<file path="src/rtl/hazard_ctrl_pkg.sv">
// Shared definitions for the pipeline hazard controller: mode encodings,
// the NOP instruction loaded on a flush, and register-field positions.
package hazard_ctrl_pkg;

    typedef enum logic [2:0] {
        MODE_RUN    = 3'd0,
        MODE_LDUSE  = 3'd1,
        MODE_DWAIT  = 3'd2,
        MODE_FLUSH  = 3'd3,
        MODE_HALTED = 3'd4
    } mode_e;

    // Instruction word the IF/ID register loads when ifid_flush is set.
    localparam logic [15:0] NOP_INSTR = 16'h0800;

    // Register fields inside a 16-bit instruction: Rs = [10:8], Rt = [7:5].
    localparam int REG_W  = 3;
    localparam int RS_LSB = 8;
    localparam int RT_LSB = 5;

    function automatic logic [REG_W-1:0] instr_rs(input logic [15:0] instr);
        return instr[RS_LSB +: REG_W];
    endfunction

    function automatic logic [REG_W-1:0] instr_rt(input logic [15:0] instr);
        return instr[RT_LSB +: REG_W];
    endfunction

endpackage

</file>
<file path="src/rtl/hazard_ctrl_if.sv">
// Bundle between the pipeline datapath (master) and the hazard controller
// (slave): hazard inputs flow to the controller, enables/flushes and
// status counters flow back.
interface hazard_ctrl_if #(
    parameter int CNT_W = 16
);
    logic [hazard_ctrl_pkg::REG_W-1:0] id_rs;
    logic [hazard_ctrl_pkg::REG_W-1:0] id_rt;
    logic                              id_uses_rs;
    logic                              id_uses_rt;
    logic [hazard_ctrl_pkg::REG_W-1:0] ex_dst;
    logic                              ex_regwrite;
    logic                              ex_memtoreg;
    logic                              ex_redirect;
    logic                              imem_stall;
    logic                              dmem_stall;
    logic                              wb_halt;

    logic                              pc_en;
    logic                              ifid_en;
    logic                              ifid_flush;
    logic                              idex_en;
    logic                              idex_valid;
    logic                              exmem_en;
    logic                              memwb_en;
    logic [2:0]                        mode;
    logic [CNT_W-1:0]                  stall_cycles;
    logic [CNT_W-1:0]                  flush_count;

    modport master (
        output id_rs, id_rt, id_uses_rs, id_uses_rt, ex_dst, ex_regwrite,
               ex_memtoreg, ex_redirect, imem_stall, dmem_stall, wb_halt,
        input  pc_en, ifid_en, ifid_flush, idex_en, idex_valid, exmem_en,
               memwb_en, mode, stall_cycles, flush_count
    );

    modport slave (
        input  id_rs, id_rt, id_uses_rs, id_uses_rt, ex_dst, ex_regwrite,
               ex_memtoreg, ex_redirect, imem_stall, dmem_stall, wb_halt,
        output pc_en, ifid_en, ifid_flush, idex_en, idex_valid, exmem_en,
               memwb_en, mode, stall_cycles, flush_count
    );
endinterface

</file>
<file path="src/rtl/hazard_ctrl_sat_counter.sv">
// Saturating up-counter: clears on reset, counts when inc_i is high and
// sticks at all-ones instead of wrapping.
module sat_counter #(
    parameter int W = 16
) (
    input  logic         clk,
    input  logic         rst,
    input  logic         inc_i,
    output logic [W-1:0] count_o
);
    logic [W-1:0] count_q;

    // Count up on request, holding at the maximum value.
    always_ff @(posedge clk) begin
        if (rst) begin
            count_q <= '0;
        end else if (inc_i && (count_q != {W{1'b1}})) begin
            count_q <= count_q + 1'b1;
        end
    end

    assign count_o = count_q;
endmodule

</file>
<file path="src/rtl/hazard_ctrl.sv">
// Pipeline hazard controller: decides per cycle which pipeline registers
// advance, hold, or take a bubble/NOP, tracks a small mode FSM and keeps
// saturating stall-cycle and redirect counters.
module hazard_ctrl
    import hazard_ctrl_pkg::*;
#(
    parameter int CNT_W = 16
) (
    input  logic          clk,
    input  logic          rst,
    hazard_ctrl_if.slave  hz
);
    mode_e            mode_q;
    mode_e            mode_d;
    logic             load_use;
    logic             pc_en;
    logic             ifid_en;
    logic             ifid_flush;
    logic             idex_en;
    logic             idex_valid;
    logic             exmem_en;
    logic             memwb_en;
    logic             flush_inc;
    logic [1:0]       cnt_inc;
    logic [CNT_W-1:0] cnt_val [2];

    // Load-use: EX holds a load whose destination a live ID source needs.
    // Register 0 is an ordinary register, so it is compared like any other.
    always_comb begin
        load_use = hz.ex_regwrite & hz.ex_memtoreg &
                   ((hz.id_uses_rs & (hz.id_rs == hz.ex_dst)) |
                    (hz.id_uses_rt & (hz.id_rt == hz.ex_dst)));
    end

    // Priority resolution of enables/flushes and next mode. Outside HALTED
    // the outputs depend only on the inputs; the mode just remembers why we
    // are waiting (FLUSH keeps re-flushing while imem is still stalled).
    always_comb begin
        pc_en      = 1'b1;
        ifid_en    = 1'b1;
        ifid_flush = 1'b0;
        idex_en    = 1'b1;
        idex_valid = 1'b1;
        exmem_en   = 1'b1;
        memwb_en   = 1'b1;
        flush_inc  = 1'b0;
        mode_d     = MODE_RUN;

        if (rst) begin
            // Run everything so the pipe fills with NOPs/bubbles.
            ifid_flush = 1'b1;
            idex_valid = 1'b0;
        end else if (mode_q == MODE_HALTED) begin
            pc_en      = 1'b0;
            ifid_en    = 1'b0;
            idex_en    = 1'b0;
            idex_valid = 1'b0;
            exmem_en   = 1'b0;
            memwb_en   = 1'b0;
            mode_d     = MODE_HALTED;
        end else begin
            if (hz.dmem_stall) begin
                // Whole pipe frozen; any redirect/hazard stays in place.
                pc_en    = 1'b0;
                ifid_en  = 1'b0;
                idex_en  = 1'b0;
                exmem_en = 1'b0;
                memwb_en = 1'b0;
                mode_d   = MODE_DWAIT;
            end else if (hz.ex_redirect) begin
                ifid_flush = 1'b1;
                idex_valid = 1'b0;
                flush_inc  = 1'b1;
                mode_d     = hz.imem_stall ? MODE_FLUSH : MODE_RUN;
            end else if (load_use) begin
                pc_en      = 1'b0;
                ifid_en    = 1'b0;
                idex_valid = 1'b0;
                mode_d     = MODE_LDUSE;
            end else if (hz.imem_stall) begin
                pc_en      = 1'b0;
                ifid_flush = 1'b1;
                mode_d     = (mode_q == MODE_FLUSH) ? MODE_FLUSH : MODE_RUN;
            end
            if (hz.wb_halt) begin
                mode_d = MODE_HALTED;
            end
        end
    end

    // Mode register.
    always_ff @(posedge clk) begin
        if (rst) begin
            mode_q <= MODE_RUN;
        end else begin
            mode_q <= mode_d;
        end
    end

    // Counter 0 counts stalled fetch cycles, counter 1 accepted redirects.
    // Neither counts in HALTED: the outputs there keep both increments low
    // except for pc_en, which is masked explicitly.
    assign cnt_inc[0] = ~rst & (mode_q != MODE_HALTED) & ~pc_en;
    assign cnt_inc[1] = flush_inc;

    genvar gi;
    generate
        for (gi = 0; gi < 2; gi++) begin : g_cnt
            sat_counter #(.W(CNT_W)) u_cnt (
                .clk     (clk),
                .rst     (rst),
                .inc_i   (cnt_inc[gi]),
                .count_o (cnt_val[gi])
            );
        end
    endgenerate

    assign hz.pc_en        = pc_en;
    assign hz.ifid_en      = ifid_en;
    assign hz.ifid_flush   = ifid_flush;
    assign hz.idex_en      = idex_en;
    assign hz.idex_valid   = idex_valid;
    assign hz.exmem_en     = exmem_en;
    assign hz.memwb_en     = memwb_en;
    assign hz.mode         = mode_q;
    assign hz.stall_cycles = cnt_val[0];
    assign hz.flush_count  = cnt_val[1];
endmodule

</file>
<file path="src/flat_wrapper.sv">
// flat-port wrapper written by rule: the top's interface ports become plain ports
module hazard_ctrl_flat import hazard_ctrl_pkg::*;
#(
    parameter int CNT_W = 16
)
  (clk, rst, hz_id_rs, hz_id_rt, hz_id_uses_rs, hz_id_uses_rt, hz_ex_dst, hz_ex_regwrite, hz_ex_memtoreg, hz_ex_redirect, hz_imem_stall, hz_dmem_stall, hz_wb_halt, hz_pc_en, hz_ifid_en, hz_ifid_flush, hz_idex_en, hz_idex_valid, hz_exmem_en, hz_memwb_en, hz_mode, hz_stall_cycles, hz_flush_count);
  hazard_ctrl_if #(.CNT_W(CNT_W)) hz_i ();
  input  logic clk;
  input  logic rst;
  input wire logic [$bits(hz_i.id_rs)-1:0] hz_id_rs;
  input wire logic [$bits(hz_i.id_rt)-1:0] hz_id_rt;
  input wire logic [$bits(hz_i.id_uses_rs)-1:0] hz_id_uses_rs;
  input wire logic [$bits(hz_i.id_uses_rt)-1:0] hz_id_uses_rt;
  input wire logic [$bits(hz_i.ex_dst)-1:0] hz_ex_dst;
  input wire logic [$bits(hz_i.ex_regwrite)-1:0] hz_ex_regwrite;
  input wire logic [$bits(hz_i.ex_memtoreg)-1:0] hz_ex_memtoreg;
  input wire logic [$bits(hz_i.ex_redirect)-1:0] hz_ex_redirect;
  input wire logic [$bits(hz_i.imem_stall)-1:0] hz_imem_stall;
  input wire logic [$bits(hz_i.dmem_stall)-1:0] hz_dmem_stall;
  input wire logic [$bits(hz_i.wb_halt)-1:0] hz_wb_halt;
  output wire logic [$bits(hz_i.pc_en)-1:0] hz_pc_en;
  output wire logic [$bits(hz_i.ifid_en)-1:0] hz_ifid_en;
  output wire logic [$bits(hz_i.ifid_flush)-1:0] hz_ifid_flush;
  output wire logic [$bits(hz_i.idex_en)-1:0] hz_idex_en;
  output wire logic [$bits(hz_i.idex_valid)-1:0] hz_idex_valid;
  output wire logic [$bits(hz_i.exmem_en)-1:0] hz_exmem_en;
  output wire logic [$bits(hz_i.memwb_en)-1:0] hz_memwb_en;
  output wire logic [$bits(hz_i.mode)-1:0] hz_mode;
  output wire logic [$bits(hz_i.stall_cycles)-1:0] hz_stall_cycles;
  output wire logic [$bits(hz_i.flush_count)-1:0] hz_flush_count;
  assign hz_i.id_rs = hz_id_rs;
  assign hz_i.id_rt = hz_id_rt;
  assign hz_i.id_uses_rs = hz_id_uses_rs;
  assign hz_i.id_uses_rt = hz_id_uses_rt;
  assign hz_i.ex_dst = hz_ex_dst;
  assign hz_i.ex_regwrite = hz_ex_regwrite;
  assign hz_i.ex_memtoreg = hz_ex_memtoreg;
  assign hz_i.ex_redirect = hz_ex_redirect;
  assign hz_i.imem_stall = hz_imem_stall;
  assign hz_i.dmem_stall = hz_dmem_stall;
  assign hz_i.wb_halt = hz_wb_halt;
  assign hz_pc_en = hz_i.pc_en;
  assign hz_ifid_en = hz_i.ifid_en;
  assign hz_ifid_flush = hz_i.ifid_flush;
  assign hz_idex_en = hz_i.idex_en;
  assign hz_idex_valid = hz_i.idex_valid;
  assign hz_exmem_en = hz_i.exmem_en;
  assign hz_memwb_en = hz_i.memwb_en;
  assign hz_mode = hz_i.mode;
  assign hz_stall_cycles = hz_i.stall_cycles;
  assign hz_flush_count = hz_i.flush_count;
  hazard_ctrl #(.CNT_W(CNT_W)) u_core (.clk(clk), .rst(rst), .hz(hz_i));
endmodule
</file>
<file path="config.mk">
export PLATFORM = sky130hd
export DESIGN_NAME = hazard_ctrl_flat
export DESIGN_NICKNAME = d
export VERILOG_FILES = /design/src/rtl/hazard_ctrl_pkg.sv /design/src/rtl/hazard_ctrl_if.sv /design/src/rtl/hazard_ctrl_sat_counter.sv /design/src/rtl/hazard_ctrl.sv /design/src/flat_wrapper.sv
export SDC_FILE = /design/constraint.sdc
export NUM_CORES = 1
export LEC_CHECK = 0
export BUFFER_PORTS_ARGS = -buffer_cell sky130_fd_sc_hd__buf_2
export CORE_MARGIN = 1
export CORE_UTILIZATION = 47
export CTS_BUF_LIST = sky130_fd_sc_hd__clkbuf_4 sky130_fd_sc_hd__clkbuf_8
export DETAILED_ROUTE_END_ITERATION = 8
export HOLD_SLACK_MARGIN = 0.08
export PLACE_DENSITY_LB_ADDON = 0.05
export SETUP_SLACK_MARGIN = 0.02
export SYNTH_ARGS = -nofsm -noshare
export SYNTH_HDL_FRONTEND = slang
export SYNTH_SLANG_ARGS = --single-unit
</file>
<file path="constraint.sdc">
create_clock -name clk -period 1.8 [get_ports clk]
set_input_delay 0.18 -clock clk [delete_from_list [all_inputs] [get_ports clk]]
set_output_delay 0.18 -clock clk [all_outputs]
set_load 0.03 [all_outputs]
</file>
Yosys cells after proc, flatten, opt, wreduce, memory -nomap -nowiden --
Cells that the tools add are included.
Operators by class: add/sub/neg operators 2, equal/unequal tests 7, mux-type cells 36, bitwise operators 9, reduce and logical (&&, ||, !) cells 4
Operators by type and width (count):
- 16-bit by 1-bit adder with 16-bit output, second input constant | 2
- 16-bit != test, second input constant | 2
- 1-bit two-way mux | 28
- 3-bit two-way mux | 6
- 1-bit AND | 6
- 3-bit equality test | 2
- 2-bit two-way mux | 2
- 4-bit OR reduction | 1
- 3-bit by 2-bit equality test with 1-bit output, second input constant | 1
- 3-bit equality test, second input constant | 1
- 3-bit != test, second input constant | 1
- 3-bit OR reduction | 1
- 1-bit logical AND | 2
- 1-bit NOT | 2
- 1-bit bitwise OR | 1
Storage, ports and cells: register bits 35, bits of input ports 19, output and inout port bits 42, word-level logic and storage cells 63

Depth between registers and ports, before layout --
Gate-level depths: netlist (run 1).
word-level depth 12, depth in mapped cells 8, depth with buffers taken out 7

Hierarchy --
From an unflattened synthesis (run 1), not the netlist that was laid out.
Unflattened totals: cells, all modules 244, area, all modules 2023.2 µm²
Modules (own cells, without submodules):
- sat_counter | times used 2, cells each 99, area an instance 848.3 µm², seq. area each 320.3 µm²
- hazard_ctrl | times used 1, cells each 46, area an instance 326.6 µm², seq. area each 60.1 µm²

Worst setup path after synthesis (run 1) --
Ideal clock, no wire load.
kind reg2reg, start register u_core.g_cnt[0].u_cnt.count_q[0], end register u_core.g_cnt[0].u_cnt.count_q[14], library setup time 0.070 ns, data arrival time 1.887 ns, data required time 1.730 ns, setup slack -0.157 ns, stages on the path, launching flop included 8, buffers on the path 0, clock period less this slack 1.957 ns, cells stage by stage dfxtp_1 -> ha_1 -> and3_1 -> nand3_1 -> nor2_1 -> o211ai_1 -> or4_1 -> a21oi_1
Between the ends: word-level cells in the longest chain between the ends 2, elaborated cells on any way between the ends 3, classes of those cells add/sub (1); eq/ne (1); reduce/logical (1)
Ends and longest elaborated chain:
- start: declaration | RTL line hazard_ctrl_sat_counter.sv:11 | logic [W-1:0] count_q;
- start signal: assignment | RTL line hazard_ctrl_sat_counter.sv:18 | count_q <= count_q + 1'b1;
- branches (longest 2 deep; another with 16-bit by 1-bit adder with 16-bit output)
Several ways; the timed one is not identified. A chain may end at the register's enable or synchronous reset.

Worst setup path in the final report (run 1) --
start input port hz_id_rs[0], end register u_core.g_cnt[0].u_cnt.count_q[12]
Between the ends: word-level cells in the longest chain between the ends 12
Ends and longest elaborated chain:
- start: declaration | RTL line flat_wrapper.sv:10 | input wire logic [$bits(hz_i.id_rs)-1:0] hz_id_rs;
- 3-bit equality test | RTL line hazard_ctrl.sv:31 | ((hz.id_uses_rs & (hz.id_rs == hz.ex_dst)) |
- 1-bit AND | RTL line hazard_ctrl.sv:31
- 1-bit bitwise OR | RTL line hazard_ctrl.sv:31
- 1-bit AND | RTL line hazard_ctrl.sv:30 | load_use = hz.ex_regwrite & hz.ex_memtoreg &
- 1-bit two-way mux | RTL line hazard_ctrl.sv:75 | end else if (load_use) begin
- 1-bit two-way mux | RTL line hazard_ctrl.sv:70 | end else if (hz.ex_redirect) begin
- 1-bit two-way mux | RTL line hazard_ctrl.sv:62 | if (hz.dmem_stall) begin
- 1-bit two-way mux | RTL line hazard_ctrl.sv:53 | end else if (mode_q == MODE_HALTED) begin
- 1-bit two-way mux | RTL line hazard_ctrl.sv:49 | if (rst) begin
- 1-bit NOT | RTL line hazard_ctrl.sv:103 | assign cnt_inc[0] = ~rst & (mode_q != MODE_HALTED) & ~pc_en;
- 1-bit AND | RTL line hazard_ctrl.sv:103
- 1-bit logical AND | RTL line hazard_ctrl_sat_counter.sv:17 | end else if (inc_i && (count_q != {W{1'b1}})) begin
No other way between the ends.

==> results of run 1 <==
critical path, delay by kind of cell:
family,cells,cell delay (ns)
AOI/OAI and AO/OA,3,0.75
and+or+nand+nor,2,0.54
xor gates and xnor gates,1,0.15
buffers and inverters,3,0.46
placed cells by master, fill, tap and decap left out, types with 6 or more instances in the layout:
| cell | Yosys | layout |
|---|---|---|
| buf_4 | 2 | 32 |
| xnor2_1 | 14 | 7 |
| o31ai_1 | 6 | 6 |
| inv_1 | 6 | 6 |
| nand3_1 | 13 | 11 |
| nor2_1 | 31 | 30 |
| or3_1 | 10 | 10 |
| buf_2 | 1 | 54 |
| dfxtp_1 | 35 | 21 |
| dfxtp_2 | 0 | 14 |
| xnor2_2 | 0 | 7 |
| o21ai_0 | 10 | 9 |
| a21oi_1 | 18 | 16 |
| clkbuf_8 | 0 | 6 |
| nand2_1 | 14 | 14 |
| nand4_1 | 8 | 8 |
through the flow:
step | setup WS [ns] | cells | setup TNS, ns
global route | -0.1109 | 360 | -0.5734
finish | -0.04830 | 360 | -0.06085
floorplan | -0.01569 | 221 | -0.03082
global placement | -0.2770 | 348 | -3.744
CTS | 0.01308 | 361 | 0
detailed placement | -0.3284 | 348 | -5.128
per-layer routing:
| metal | vias up | track usage, % |
|---|---|---|
| met3 | 6 | 5.714 |
| met2 | 49 | 39.63 |
| met4 | 0 | 7.955 |
| met5 | - | 0 |
| li1 | 980 | - |
| met1 | 913 | 27.05 |
final cells by class:
type	instances	share of cell area, %
timing repair buffer	92	21.69
sequential	35	27.01
inverter	6	0.8471
clock buffer	6	3.106
multi-input combinational	171	44.47
clock inverter	2	0.6118
tap	48	2.259
state kept, by name, indices dropped and copies added (netlist names):
signal / count
u_core.g_cnt.u_cnt.count_o: 32
u_core.hz.mode: 3
how the worst max path moves through the flow:
stage,to,cells past startpoint
finish,u_core.g_cnt[0].u_cnt.count_o[12]$_SDFFE_PP0P_,9
global route,u_core.g_cnt[0].u_cnt.count_o[7]$_SDFFE_PP0P_,5
CTS,u_core.g_cnt[0].u_cnt.count_o[11]$_SDFFE_PP0P_,6
detailed placement,u_core.g_cnt[0].u_cnt.count_o[14]$_SDFFE_PP0P_,8
global placement,u_core.g_cnt[0].u_cnt.count_o[14]$_SDFFE_PP0P_,8
floorplan,u_core.g_cnt[0].u_cnt.count_o[15]$_SDFFE_PP0P_,6
cells by family after synthesis:
logic type / after synthesis
xor gates and xnor gates: 18
muxes: 3
buffers and inverters: 15
and+or+nand+nor: 105
DFF: 35
AOI/OAI and AO/OA: 43
adders and majority gates: 2
what timing repair did:
item	CTS	global route
resized for setup	6	25
hold buffers	1	0
endpoints found under the setup margin	24	28
pin swaps	4	13
buffers inserted	4	0
endpoints found under the hold margin	2	0
power by group:
group	switching (uW)	total, uW	leakage [uW]	internal, uW
Combinational	137	240	0.000769	103
Clock	308	620	0.0000474	312
Sequential	6.87	789	0.000290	782
==> summary.md, run 1 <==
| Metric | Value |
|---|---|
| Mapped Cells | 221 |
| Core area | 0.003689 sq mm |
| Ys Warns | 0 |
| Slew @ Worst Pin | 0.3780 ns |
| Clk buf depth | 2 |
| Post-synth top area share | 38.70% |
| DR WL/cell | 13.16 um |
| Max_cap viols | 0 |
| Fraction of registers with async set or reset after synthesis | 0% |
| DPL Wire Length | 3.218 mm |
| Number of hold violations in the final report | 0 |
| Starting density of the core | 49.08% |
| Reg clk slew, reported paths | 0.08 ns |
| Post-synth top flop | dfxtp_1 |
| RR Endpoint | u_core.g_cnt[0].u_cnt.count_o[12]$_SDFFE_PP0P_ |
| Port bufs | 60 |
| Met3 WL post-DR | 211 um |
| Global-route wire length before repair | 7.314 mm |
| Final Power | 1649 uW |
| Post-DRT Antenna Nets | 0 |
| Synthesis-stage register bit count | 35 |
| Placed cell areas | 0.002371 sq mm |
| CTS root buf | clkbuf_8 |
| Number of flops mapped to enable cells by yosys | 0 |
| Tmin final | 1.848 ns |
| Netlist cell types | 36 |
| Final net count | 332 |
| RD Place Congestion | 0.7747 |
| GRT Util Overall | 22.82% |
| DRC violations left | 0 |
| Ant diodes | 0 |
| Chip width | 64.07 um |
| CP Launch Type | input pin |
| Initial DRC Count | 97 |
| Failing checks | negative setup slack |
| Hold_sp | hz_dmem_stall |
| Max Used Layer | met4 |
| Hold Crit Endpoint | u_core.hz.mode[0]$_SDFF_PP0_ |
| Avg Synthesized Cell Area | 8.192 sq um |
| Power density cells | 620.2 mW/mm^2 |
| Overflow after GRT | 0 |
| Largest family of logic cells by synthesized area | simple AND/OR/NAND/NOR gates |
| Die Footprint | 0.004104 sq mm |
| Fin. max-slew vios | 0 |
| Inserted Clock Buffers | 5 |
| Initial DRT Pass Iterations | 4 |
| CP startpoint | hz_id_rs[0] |
| VDD IR max | 0.0005962 V |
| Sequential cell area fraction in the yosys report | 38.70% |
| RSZ-0062 raised after global routing | yes |
| Hold_ws | 0.1591 ns |
| Final setup vio count | 3 |
| FF+latch area | 718.2 sq um |
| Largest net degree at the start of global routing | 28 |
| Final period util | 102.7% |
| Layout Skew | 0.004741 ns |
| Area delta synth->final | 46.86% |
| Synthesized Nets | 242 |
| Critical path arrival | 2.06 ns |
| Crit end category | flip-flop |
| Synth top area cells | dfxtp_1, xnor2_1, nor2_1 |
| Final core utilization | 72.08% |
| Initial antenna violation count | 0 |
| Worst r2r src | u_core.g_cnt[0].u_cnt.count_o[1]$_SDFFE_PP0P_ |
| Io pins | 61 |
| Clock latency at the later pin of the worst-skew pair | 0.29 ns |
| Area occupied by multi-input gates | 0.001182 sq mm |
| Cell area after layout | 0.002659 sq mm |
| WHS Path Cells | 2 |
| Max FO, Critical Path | 3 |
| Die H | 64.07 um |
| Yosys top cell by area | dfxtp_1 |
| Crit-path max cell delay | 0.49 ns |
| Synth Area in Adders | 1.382% |
| Fmax | 541.0 MHz |
| Synth Area in Compound Gates | 15.69% |
| HP Class | in -> reg |
| Max H-tree Level | 2 |
| Status | finished with violations |
| Top cells by count, synth | dfxtp_1, nor2_1, a21oi_1 |
| Reg2Reg Setup Slack | 0.07 ns |
| Cell Rows | 22 |
| Clock sink count | 35 |
| Fraction of layout cells with a size suffix above 1 | 43.91% |
| Mux contribution to synthesized area | 1.659% |
| Vias in the first global route | 1695 |
| DRT met1 WL | 2.037 mm |
| FF-to-FF path depth | 8 |
| WP data required | 2.02 ns |
| Critical Path Most Common Cell | buf_4 |
| Metal2 WL | 2.417 mm |
| Simple-gate area share of the yosys netlist | 30.27% |
| Post-DR vias/cell | 5.411 |
| Min setup slack post-route | -0.04830 ns |
| TritonCTS clock tree | yes |
| Max_slew headroom | 74.80% |
| Routed via count | 1948 |
| Fillers | 299 |
| Routed WL | 4.739 mm |
| Slowest-stage cell, CP | a2111oi_4 |
| CP Cell Sequence | buf_6 > xnor2_2 > nand4_1 > a2111oi_4 > buf_4 > o211ai_1 > buf_4 > or3_1 > a21oi_1 |
| Most common cell in the netlist | dfxtp_1 |
| Static Leakage | 0.001106 uW |
| Post-Synth XOR/XNOR Area | 8.708% |
| Synthesized area | 0.001810 sq mm |
| Crit Path Class | in -> reg |
Note: power is estimated with default switching activity, not from simulation.
==> inputs of run 2 (changes only) <==
--- a/config.mk
+++ b/config.mk
@@ -5,10 +5,12 @@
 export SDC_FILE = /design/constraint.sdc
 export NUM_CORES = 1
 export LEC_CHECK = 0
+export ABC_AREA = 1
 export BUFFER_PORTS_ARGS = -buffer_cell sky130_fd_sc_hd__buf_2
 export CORE_MARGIN = 1
-export CORE_UTILIZATION = 47
+export CORE_UTILIZATION = 49
 export CTS_BUF_LIST = sky130_fd_sc_hd__clkbuf_4 sky130_fd_sc_hd__clkbuf_8
+export CTS_CLUSTER_SIZE = 24
 export DETAILED_ROUTE_END_ITERATION = 8
 export HOLD_SLACK_MARGIN = 0.08
 export PLACE_DENSITY_LB_ADDON = 0.05
==> summary.md, run 2 <==
| Metric | Value |
|---|---|
| Status | finished with violations |
| Failing checks | design-rule violations |
| CP Launch Type | flip-flop |
| Starting density of the core | 51.86% |
| Sequential cell area fraction in the yosys report | 30.40% |
| Crit-path max cell delay | 0.33 ns |
| WP data required | 1.62 ns |
| Slowest-stage cell, CP | dfxtp_1 |
| Core area | 0.004444 sq mm |
| Largest family of logic cells by synthesized area | simple AND/OR/NAND/NOR gates |
| DRC violations left | 4 |
| Vias in the first global route | 2088 |
| Final net count | 437 |
| VDD IR max | 0.0004749 V |
| Clock sink count | 35 |
| Crit Path Class | reg -> out |
| GRT Util Overall | 23.49% |
| Number of hold violations in the final report | 0 |
| Synthesis-stage register bit count | 35 |
| Overflow after GRT | 0 |
| Synthesized area | 0.002305 sq mm |
| Min setup slack post-route | 0.1140 ns |
| Critical Path Most Common Cell | inv_1 |
| Ys Warns | 0 |
| Fraction of registers with async set or reset after synthesis | 0% |
| Post-DRT Antenna Nets | 0 |
| Max_slew headroom | 76.18% |
| Pre-CTS WS | 0.1027 ns |
| Final setup vio count | 0 |
| CTS root buf | clkbuf_8 |
| Grt met2 use | 35.81% |
| Static Leakage | 0.001364 uW |
| DPL Wire Length | 4.236 mm |
| Fmax | 593.1 MHz |
| Reg clk slew, reported paths | 0.08 ns |
| Mapped Cells | 336 |
| Final core utilization | 65.60% |
| Slew @ Worst Pin | 0.3540 ns |
| Final period util | 93.67% |
| Clk buf depth | 2 |
| Power density cells | 578.0 mW/mm^2 |
| DR WL/cell | 12.16 um |
| Top cells by count, synth | nand2_1, nor2_1, inv_1 |
| Cell Rows | 24 |
| Layout Skew | 0.006263 ns |
| CP Cell Sequence | inv_1 > nand3_2 > inv_1 > o21ai_4 > nand3_4 > buf_6 > inv_1 > buf_4 |
| Most common cell after layout, fill and taps aside | nand2_1 |
| Simple-gate area share of the yosys netlist | 41.37% |
| Global-route wire length before repair | 9.466 mm |
| Largest net degree at the start of global routing | 19 |
| Initial DRT Pass Iterations | 6 |
| Fillers | 428 |
| Clock latency at the later pin of the worst-skew pair | 0.29 ns |
| Synth top area cells | dfxtp_1, nand2_1, nor2_1 |
| Mux contribution to synthesized area | 0% |
| Number of flops mapped to enable cells by yosys | 0 |
| Most common cell in the netlist | nand2_1 |
| Max FO, Critical Path | 9 |
| Synthesized Nets | 357 |
| Max H-tree Level | 2 |
| TritonCTS clock tree | yes |
| Netlist cell types | 33 |
| Fin. max-slew vios | 0 |
| Critical path arrival | 1.51 ns |
| Routed via count | 2393 |
| Routed WL | 5.689 mm |
| Most frequent cells in the layout | nand2_1, buf_2, nor2_1 |
| Die H | 70.58 um |
| Crit end category | primary output |
| Io pins | 61 |
| Largest register FFs | 32 |
| Inserted Clock Buffers | 5 |
| Tmin final | 1.686 ns |
| RSZ-0062 raised after global routing | no |
| Hold_ws | 0.1463 ns |
| Initial antenna violation count | 0 |
| Busiest grt layer | met2 |
| Area delta synth->final | 26.49% |
| Synth Area in Compound Gates | 10.21% |
| Avg Synthesized Cell Area | 6.859 sq um |
| Die Footprint | 0.004982 sq mm |
| Max_cap viols | 0 |
| Synth Area in Adders | 1.086% |
| Post-synth top flop | dfxtp_1 |
| M1 GR Usage | 33.96% |
| RD Place Congestion | 0.8203 |
| Initial DRC Count | 120 |
| Post-Synth XOR/XNOR Area | 6.460% |
| HP Class | in -> reg |
| Post-DR vias/cell | 5.113 |
| Hold buffer count at cts | 0 |
| Chip width | 70.58 um |
| Fraction of layout cells with a size suffix above 1 | 32.69% |
| Post-synth top area share | 30.40% |
| Yosys top cell by area | dfxtp_1 |
| Ant diodes | 0 |
| Port bufs | 60 |
| GRT met3 Usage | 4.558% |
run 2: what timing repair did:
item	CTS	global route
resized for setup	1	5
endpoints found under the setup margin	1	11
pin swaps	1	4
setup buffers	1	7
run 2: worst paths after layout:
check | startpoint | to | slack, ns | depth (start not counted)
max | u_core.hz.mode[1]$_SDFF_PP0_ | hz_pc_en | 0.11 | 8
min | hz_wb_halt | u_core.hz.mode[2]$_SDFF_PP0_ | 0.15 | 3
max reg2reg | u_core.g_cnt[0].u_cnt.count_o[0]$_SDFFE_PP0P_ | u_core.g_cnt[0].u_cnt.count_o[14]$_SDFFE_PP0P_ | 0.15 | 7
min reg2reg | u_core.g_cnt[0].u_cnt.count_o[3]$_SDFFE_PP0P_ | u_core.g_cnt[0].u_cnt.count_o[3]$_SDFFE_PP0P_ | 0.49 | 2
run 2: logic make-up (layout without fill, tap and decap cells):
kind of cell / Yosys count / in the layout
compound gates: 40 / 40
xor+xnor: 17 / 17
buf+inv: 55 / 135
fa+ha+maj: 2 / 2
simple gates: 187 / 187
flops: 35 / 35
run 2: layout make-up:
type	instances	area (sq um)	area share, %
repair buffers	84	499.2	17.12
clock buffers	6	82.58	2.833
well taps	52	65.06	2.232
clock inverters	1	5.005	0.1717
inverters	44	167.7	5.751
multi-input cells	246	1393	47.77
flip-flops and latches	35	703.2	24.12
run 2: worst max-delay path: cells and delay by family, from the launching register on:
family	cells	cell delay [ns]
DFF	1	0.33
AOI/OAI and AO/OA	1	0.19
buffers and inverters	5	0.48
and+or+nand+nor	2	0.21
run 2: metal layers:
metal / vias to the layer above / wire [um]
met5: - / 0
met4: 0 / 74
met3: 8 / 274
met2: 62 / 2428
met1: 1073 / 2912
li1: 1250 / -
run 2: report_power, final:
part / switching, uW / leakage, uW / internal (uW)
sequential: 10.8 / 0.000284 / 786
combinational: 186 / 0.00103 / 108
clock: 294 / 0.0000470 / 301
run 2: through the flow:
stage | cells | setup TNS (ns) | area [sq um] | total power [uW]
6_report | 468 | 0 | 2915 | 1685
3_3_place_gp | 453 | 0 | 2736 | 1069
2_1_floorplan | 336 | -0.03932 | 2325 | 1000
3_5_place_dp | 453 | 0 | 2736 | 1073
4_1_cts | 461 | 0 | 2839 | 1671
5_1_grt | 468 | 0 | 2915 | 1747
